$ cat src/rtl/soft_error_event_logger.sv
// soft_error_event_logger
// Rising-edge event logger for the per-bank soft-error hub flags.
// Per-bank saturating counters for channels A and B, plus a timestamped record
// FIFO (first-word-fall-through) drained over a valid/ready stream.
// Optional build macro: SOFT_ERR_GLITCH_FILTER_EN -- an edge only qualifies
// after the flag has been high for two consecutive cycles.
module soft_error_event_logger #(
  parameter int ERRSIG_ID_num = 7,
  parameter int TS_W          = 32,
  parameter int CNT_W         = 16,
  parameter int FIFO_DEPTH    = 16,
  parameter int REC_W         = TS_W + 2*ERRSIG_ID_num
) (
  input  logic                              i_clk,
  input  logic                              i_rst,
  input  logic [ERRSIG_ID_num-1:0]          i_err_A,
  input  logic [ERRSIG_ID_num-1:0]          i_err_B,
  input  logic                              i_clr,
  input  logic [$clog2(ERRSIG_ID_num)-1:0]  i_rd_sel,
  output logic [CNT_W-1:0]                  o_cnt_A,
  output logic [CNT_W-1:0]                  o_cnt_B,
  output logic                              o_rec_valid,
  input  logic                              i_rec_ready,
  output logic [REC_W-1:0]                  o_rec_data,
  output logic                              o_overflow,
  output logic [CNT_W-1:0]                  o_drop_cnt
);

  localparam int N  = ERRSIG_ID_num;
  localparam int AW = $clog2(FIFO_DEPTH);
  localparam logic [TS_W-1:0]  TS_ONE  = TS_W'(1);
  localparam logic [CNT_W-1:0] CNT_ONE = CNT_W'(1);
  localparam logic [AW:0]      PTR_ONE = (AW+1)'(1);

  // Saturating +1; holds at all-ones instead of wrapping.
  function automatic logic [CNT_W-1:0] sat_inc(input logic [CNT_W-1:0] v);
    return (&v) ? v : v + CNT_ONE;
  endfunction

  logic [TS_W-1:0]  ts;
  logic [N-1:0]     err_a_d, err_b_d;
  logic [N-1:0]     rise_a, rise_b;
`ifdef SOFT_ERR_GLITCH_FILTER_EN
  logic [N-1:0]     err_a_dd, err_b_dd;
`endif

  logic             vld_p1;
  logic [N-1:0]     rise_a_p1, rise_b_p1;
  logic [TS_W-1:0]  ts_p1;

  logic [CNT_W-1:0] cnt_a [N];
  logic [CNT_W-1:0] cnt_b [N];

  logic [REC_W-1:0] mem [FIFO_DEPTH];
  logic [AW:0]      wr_ptr, rd_ptr;
  logic             full, push, pop, drop;

  // ---- Stage 0: edge detect against the delayed flags ----

  // Delayed copies of the flags; cleared by reset so a flag already high at
  // release is seen as a fresh edge.
  always_ff @(posedge i_clk) begin
    if (!i_rst) begin
      err_a_d  <= '0;
      err_b_d  <= '0;
`ifdef SOFT_ERR_GLITCH_FILTER_EN
      err_a_dd <= '0;
      err_b_dd <= '0;
`endif
    end else begin
      err_a_d  <= i_err_A;
      err_b_d  <= i_err_B;
`ifdef SOFT_ERR_GLITCH_FILTER_EN
      err_a_dd <= err_a_d;
      err_b_dd <= err_b_d;
`endif
    end
  end

  // Rising-edge qualification for the current cycle.
  always_comb begin
`ifdef SOFT_ERR_GLITCH_FILTER_EN
    rise_a = i_err_A & err_a_d & ~err_a_dd;
    rise_b = i_err_B & err_b_d & ~err_b_dd;
`else
    rise_a = i_err_A & ~err_a_d;
    rise_b = i_err_B & ~err_b_d;
`endif
  end

  // Free-running timestamp, wraps naturally.
  always_ff @(posedge i_clk) begin
    if (!i_rst) ts <= '0;
    else        ts <= ts + TS_ONE;
  end

  // ---- Stage 1: capture edges with the timestamp of their cycle ----

  // Capture valid: only set when the cycle held at least one new event.
  always_ff @(posedge i_clk) begin
    if (!i_rst) vld_p1 <= 1'b0;
    else        vld_p1 <= |{rise_a, rise_b};
  end

  // Capture payload; qualified by vld_p1, so it needs no reset.
  always_ff @(posedge i_clk) begin
    rise_a_p1 <= rise_a;
    rise_b_p1 <= rise_b;
    ts_p1     <= ts;
  end

  // ---- Stage 2: counter update and record push ----

  // A full FIFO still accepts a record when the head leaves in the same cycle.
  always_comb begin
    full        = (wr_ptr[AW] != rd_ptr[AW]) && (wr_ptr[AW-1:0] == rd_ptr[AW-1:0]);
    o_rec_valid = (wr_ptr != rd_ptr);
    pop         = o_rec_valid & i_rec_ready;
    push        = vld_p1 & (~full | pop);
    drop        = vld_p1 & full & ~pop;
    o_rec_data  = o_rec_valid ? mem[rd_ptr[AW-1:0]] : '0;
  end

  // FIFO pointers; the extra MSB separates full from empty.
  always_ff @(posedge i_clk) begin
    if (!i_rst) begin
      wr_ptr <= '0;
      rd_ptr <= '0;
    end else begin
      if (push) wr_ptr <= wr_ptr + PTR_ONE;
      if (pop)  rd_ptr <= rd_ptr + PTR_ONE;
    end
  end

  // Record storage; pointers alone define which entries are live.
  always_ff @(posedge i_clk) begin
    if (push) mem[wr_ptr[AW-1:0]] <= {ts_p1, rise_b_p1, rise_a_p1};
  end

  // Per-bank event counters; clear wins over a coincident increment.
  always_ff @(posedge i_clk) begin
    for (int i = 0; i < N; i++) begin
      if (!i_rst || i_clr) begin
        cnt_a[i] <= '0;
        cnt_b[i] <= '0;
      end else if (vld_p1) begin
        if (rise_a_p1[i]) cnt_a[i] <= sat_inc(cnt_a[i]);
        if (rise_b_p1[i]) cnt_b[i] <= sat_inc(cnt_b[i]);
      end
    end
  end

  // Sticky overflow flag and saturating drop count.
  always_ff @(posedge i_clk) begin
    if (!i_rst || i_clr) begin
      o_overflow <= 1'b0;
      o_drop_cnt <= '0;
    end else if (drop) begin
      o_overflow <= 1'b1;
      o_drop_cnt <= sat_inc(o_drop_cnt);
    end
  end

  // Registered counter readout; an index past the last bank reads as zero.
  always_ff @(posedge i_clk) begin
    if (!i_rst) begin
      o_cnt_A <= '0;
      o_cnt_B <= '0;
    end else if (int'(i_rd_sel) < N) begin
      o_cnt_A <= cnt_a[i_rd_sel];
      o_cnt_B <= cnt_b[i_rd_sel];
    end else begin
      o_cnt_A <= '0;
      o_cnt_B <= '0;
    end
  end

endmodule

$ cat config.mk
export PLATFORM = sky130hd
export DESIGN_NAME = soft_error_event_logger
export DESIGN_NICKNAME = d
export VERILOG_FILES = /design/src/rtl/soft_error_event_logger.sv
export SDC_FILE = /design/constraint.sdc
export NUM_CORES = 1
export LEC_CHECK = 0
export ABC_CLOCK_PERIOD_IN_PS = 6300
export BUFFER_PORTS_ARGS = -buffer_cell sky130_fd_sc_hd__clkbuf_2
export CAP_MARGIN = 40
export CELL_PAD_IN_SITES_DETAIL_PLACEMENT = 1
export CELL_PAD_IN_SITES_GLOBAL_PLACEMENT = 1
export CORE_UTILIZATION = 53
export DETAILED_ROUTE_END_ITERATION = 6
export GPL_TIMING_DRIVEN = 1
export PLACE_DENSITY_LB_ADDON = 0.1
export RECOVER_POWER = 25
export SLEW_MARGIN = 15
export SYNTH_ARGS = -nofsm -noshare
export SYNTH_HDL_FRONTEND = slang
export SYNTH_SLANG_ARGS = --single-unit
$ cat constraint.sdc
create_clock -name i_clk -period 6.3 [get_ports i_clk]
set_input_delay 1.26 -clock i_clk [delete_from_list [all_inputs] [get_ports i_clk]]
set_output_delay 1.26 -clock i_clk [all_outputs]
set_load 0.02 [all_outputs]
### Word level (Yosys, flattened, before mapping)

Memory sizes are Yosys's and may differ from the RTL's. A register that Yosys moved wholly into a read port is not among the register bits.
Index checks and enable logic that the tools add are counted.

* bits in registers: 120
* memory bits (writable): 960
* bits of input ports: 21
* output and inout bits: 96
* memories: 3

* $add $sub $neg: 18
* order comparisons: 1
* eq/ne operators: 3
* muxes and demuxes: 91
* bitwise gates (word level): 26
* reduce and logical (&&, ||, !) cells: 23

Memory list
* mem: words 16, width 46, read ports 1, clocked after memory_dff 1, wr ports 1, line 54 `logic [REC_W-1:0] mem [FIFO_DEPTH];`
* cnt_a: words 7, width 16, read ports 8, clocked after memory_dff 1, wr ports 7, line 51 `logic [CNT_W-1:0] cnt_a [N];`
* cnt_b: words 7, width 16, read ports 8, clocked after memory_dff 1, wr ports 7, line 52 `logic [CNT_W-1:0] cnt_b [N];`

Operators with widths (count)
* two-way mux 16 bit: 28
* adder 16 x 1 -> 16 bit, second input constant: 15
* AND reduction 16 bit: 15
* two-way mux 1 bit: 60
* two-way mux 46 bit: 1
* adder 32 x 1 -> 32 bit, second input constant: 1
* OR 1 bit: 15
* bitwise AND 7 bit: 2
* NOT 7 bit: 2
* OR reduction 14 bit: 1
* adder 5 x 1 -> 5 bit, second input constant: 2
* two-way mux 4 bit: 2
* inequality test 5 bit: 1
* bitwise AND 1 bit: 4
* equality test 4 bit: 1
* AND reduction 2 bit: 2
* zero test 1 bit: 3
* less-than comparator 3 bit, second input constant: 1
* NOT 1 bit: 3
* logical AND 1 bit: 1
* logical OR 1 bit: 1
* inequality test 1 bit: 1

### Logic depth before layout (Yosys ltp)

* depth in word-level cells: 7
* mapped depth: 9
* gate-level depth less buffers: 6

### Worst setup path after synthesis

No wires, ideal clock.

* path type: input-to-reg
* start point: input i_rec_ready
* end point: memory mem[3][0] (netlist bit), enable pin
* library setup time: 507 ps
* arrival: 4708 ps
* required time: 5793 ps
* slack: 1085 ps
* cell stages on the path: 3
* path buffers: 0
* cell sequence: nand2b_1 o211ai_1 nor3_1

* word-level cells in the longest chain between the ends: 5

RTL lines
* from (decl): line 23 `input logic i_rec_ready,`
* bitwise AND 1 bit: line 118 `pop = o_rec_valid & i_rec_ready;`
* OR 1 bit: line 119 `push = vld_p1 & (~full | pop);`
* bitwise AND 1 bit: line 119
* two-way mux 1 bit: line 137 `if (push) mem[wr_ptr[AW-1:0]] <= {ts_p1, rise_b_p1, rise_a_p1};`
* two-way mux 1 bit (not written as such): line 137
* to (decl): line 54

Every way passes these cells.

### Final worst setup path

* start point: register wr_ptr[3]
* end point: output o_rec_data[41]

* word-level cells in the longest chain between the ends: 2

RTL lines
* from (decl): line 55 `logic [AW:0] wr_ptr, rd_ptr;`
* from (signal assigned): line 130 `if (push) wr_ptr <= wr_ptr + PTR_ONE;`
* inequality test 5 bit: line 117 `o_rec_valid = (wr_ptr != rd_ptr);`
* two-way mux 46 bit: line 121 `o_rec_data = o_rec_valid ? mem[rd_ptr[AW-1:0]] : '0;`
* to (decl): line 24 `output logic [REC_W-1:0] o_rec_data,`

Every way passes these cells.

==> results.md <==
* Diode count at 0
* Net Count, Synth at 2,883
* Setup slack of the most critical reg-to-reg path at 2.79 ns
* Most frequent standard cell in the layout excluding fill and tap cells: sky130_fd_sc_hd__edfxtp_1
* Gpl congestion at 0.816
* Number of global-route vias before repair at 27,400
* Data required time at the worst endpoint at 5.04 ns
* Hold path cells at 0
* Peak supply drop at 0.268 mV
* Relative area change from synthesis to final layout at 13.5%
* Clock skew after layout at 0.0677 ns
* Critical path type: register to primary output
* Post-detailed-route count of antenna-violating nets at 0
* Count of input and output buffers at 116
* Number of cells on the worst reg-to-reg path at 6
* Multiplexer share of the synthesized area at 12.1%
* Number of clock buffers inserted by TritonCTS at 112
* Startpoint of the worst register-to-register path: wr_ptr[3]$_SDFFE_PN0P_
* DR iter-0 viols at 2,182
* Remaining design rule violation count at 0
* Total number of nets in the final design at 3,060
* Global router's overall resource usage at 26.7%
* Actual slew at the worst max-slew pin at 1.14 ns
* Flip-flop and latch count after synthesis at 1,116
* Number of buffers inserted by post-CTS setup repair at 0
* Clock transition at the register clock pins on the worst setup and hold paths after CTS at 0.06 ns
* Sequential area share after synthesis at 69.8%
* Number of primary I/O pins at 117
* Number of rows created at floorplan at 107
* EDFF count, synth at 960
* Post-place setup slack at 1.99 ns
* Internal at 12.8 mW
* Run status: completed
* Maximum capacitance violations at 0
* Mean area per synthesized cell at 16.1 um2
* Share of cells above drive strength 1 at 19.5%
* Number of instances in the synthesized netlist at 2,841
* Highest Clock Rate at 214 MHz
* Resize count post-CTS at 0
* Clock Path Buffers at 3
* Number of hold buffers added after cts at 0
* Count of H-tree levels built during CTS at 3
* Synth area leaders: sky130_fd_sc_hd__edfxtp_1 (63%), sky130_fd_sc_hd__mux4_2 (11%), sky130_fd_sc_hd__dfxtp_1 (6.8%), sky130_fd_sc_hd__xor2_1 (2.9%), sky130_fd_sc_hd__nor2_1 (2.6%)
* Starting density of the core at 53.7%
* Part of the power in combinational logic at 10.0%
* Startpoint of the tightest hold check path: ts[31]$_SDFF_PN0_
* Post-route cell area at 52,000 um2
* Die height at 296 um
* Primary flip-flop cell chosen by synthesis mapping: sky130_fd_sc_hd__edfxtp_1
* Fraction of post-synthesis cell area in the top cell type by area at 63.0%
* Fin crit share at 74.2%
* Worst Hold Endpoint: ts_p1[31]$_DFF_P_
* Most area-hungry cell type in the Yosys netlist: sky130_fd_sc_hd__edfxtp_1
* Util after Layout at 60.9%
* Proportion of synthesized flip-flops having asynchronous set or reset at 0%
* Ys Warns at 0
* Average wire per cell in the routed design at 26.9 um
* Die width at 296 um
* Post-synthesis adder-cell area fraction at 0.574%
* Leftover overflow at the end of global routing at 0
* Commonest cells after routing, fill and taps aside: sky130_fd_sc_hd__edfxtp_1 (960), sky130_fd_sc_hd__nor2_1 (316), sky130_fd_sc_hd__mux4_2 (216), sky130_fd_sc_hd__dfxtp_1 (154), sky130_fd_sc_hd__xor2_1 (149)
* Sum of negative setup slack at 0 ns
* Pin count of the biggest net entering global routing at 65
* Number of inserted filler cells in the final layout at 7,716
* Clock latency reported for the late side of the worst-skew pair at 0.70 ns
* Period minus WS final at 4.68 ns
* Largest family of logic cells by synthesized area: multiplexers
* CTS tree: built
* Maximum fanout encountered on the critical timing path at 17
* Final setup fails at 0
* Sw Share at 24.2%
* Clock sink count at 1,116
* CTS root buffer: sky130_fd_sc_hd__clkbuf_16
* Net load switching power at 4.07 mW
* Detailed placer's ending HPWL at 71,700 um
* Worst setup slack after layout at 1.62 ns
* Clock network fraction of total power at 40.5%
* First-pass GRT wire length at 172,000 um
* RSZ-0062 raised after global routing: no
* Number of antenna violations at the first check in global routing at 2
* XOR/XNOR Fraction of Synth Area at 4.48%
* Hold WC Path Type: register to register
* Final Max Tran Viols at 0
* Share of power burned in registers at 49.5%
* Routed vias/inst at 6.02
* Simple-gate share of the synthesized area at 8.49%
* Detailed Route WL at 115,000 um
* Startpoint type of the worst setup path: register
* Static power due to leakage at 17.3 nW
* Via count at 25,700
* Crit Reg-Reg Endpoint: mem[13][3]$_DFFE_PP_
* Number of iterations in the first detailed-routing pass at 5
* Overall die area at 87,500 um2
* Remaining max-slew budget at the tightest pin at 24.2%
* Area after detailed placement at 48,100 um2
* Critical Path AT at 3.42 ns
* Type of destination of the critical path: primary output
* Compound-cell area share of the yosys netlist at 3.11%
* Synth unique cells at 41
* Core outline area at 85,300 um2
* Final Hold Fails at 0
* Mapped Area at 45,800 um2
* Power per standard cell area at 324 nW/um2
* Final total power at 16.9 mW
[cell type report]
class	count	area, um2	share of cell area (%)
clock inverter	77	820	1.58
timing repair buffer	191	1390	2.68
sequential	1116	32000	61.5
inverter	25	93.8	0.181
tap	1144	1430	2.76
multi-input combinational	1572	13200	25.5
clock buffer	136	3010	5.80
[state kept, by name (all words and copies together), names as in the netlist, 5 cells and up, named ones only]
name	count
mem	736
cnt_a	112
cnt_b	112
ts	32
ts_p1	32
o_cnt_A	16
o_cnt_B	16
o_drop_cnt	16
err_a_d	7
err_b_d	7
rise_a_p1	7
rise_b_p1	7
rd_ptr	5
wr_ptr	5
[per-layer routing]
metal	global-route usage, %	part of all wire, %
met5	0	0
met4	8.57	2.7
met3	3.27	4.9
met2	44.8	50
met1	36.5	42
[cells in the mapped netlist, types with 66 or more instances]
cell type	count
sky130_fd_sc_hd__xor2_1	149
sky130_fd_sc_hd__clkbuf_1	78
sky130_fd_sc_hd__a22oi_1	92
sky130_fd_sc_hd__mux4_2	216
sky130_fd_sc_hd__nand2_1	119
sky130_fd_sc_hd__nand3_1	92
sky130_fd_sc_hd__a21oi_1	68
sky130_fd_sc_hd__nor2_1	319
sky130_fd_sc_hd__xnor2_1	85
sky130_fd_sc_hd__dfxtp_1	156
sky130_fd_sc_hd__edfxtp_1	960
sky130_fd_sc_hd__nand4_1	66
sky130_fd_sc_hd__mux2i_1	68
[how the worst max path moves through the flow]
stage | start | end | slack (ns) | cells after the start
2_1_floorplan | i_rec_ready | mem[3][0]$_DFFE_PP_ | 1.09 | 3
3_3_place_gp | i_rec_ready | mem[10][4]$_DFFE_PP_ | 1.83 | 5
3_5_place_dp | i_rst | cnt_a[4][6]$_SDFFCE_PN0P_ | 1.99 | 8
4_1_cts | wr_ptr[3]$_SDFFE_PN0P_ | o_rec_data[41] | 1.61 | 6
5_1_grt | wr_ptr[2]$_SDFFE_PN0P_ | o_rec_data[41] | 1.54 | 6
6_report | wr_ptr[3]$_SDFFE_PN0P_ | o_rec_data[41] | 1.62 | 6
[power groups by stage]
stage | Sequential [mW] | Clock [mW] | Combinational [mW]
after global placement | 8.53 | 0 | 1.61
after floorplan | 8.42 | 0 | 1.17
after global routing | 8.36 | 7.18 | 1.81
final | 8.34 | 6.82 | 1.69
after CTS | 8.35 | 6.92 | 1.71
after detailed placement | 8.51 | 0 | 1.70
[cell families after synthesis]
kind of cell / after synthesis
xor gates and xnor gates: 234
AOI/OAI and AO/OA: 232
DFF: 1116
buffers and inverters: 153
and+or+nand+nor: 801
adders and majority gates: 21
muxes: 284
[metrics by stage]
step                      std cells  hold WS (ns)
final                          4261         0.377
after global routing           4261         0.385
after CTS                      4255         0.373
after detailed placement       4042         0.362
after global placement         4027         0.358
after floorplan                2841         0.349
[worst max-delay path: stages (launching register included)]
cell                       delay, ns
sky130_fd_sc_hd__dfxtp_1        0.49
sky130_fd_sc_hd__xnor2_1        0.19
sky130_fd_sc_hd__nand4_1        0.35
sky130_fd_sc_hd__nor2_4         0.80
sky130_fd_sc_hd__buf_4          0.47
sky130_fd_sc_hd__a21oi_1        0.20
sky130_fd_sc_hd__clkbuf_2       0.21
(Power assumes the default switching activity.)
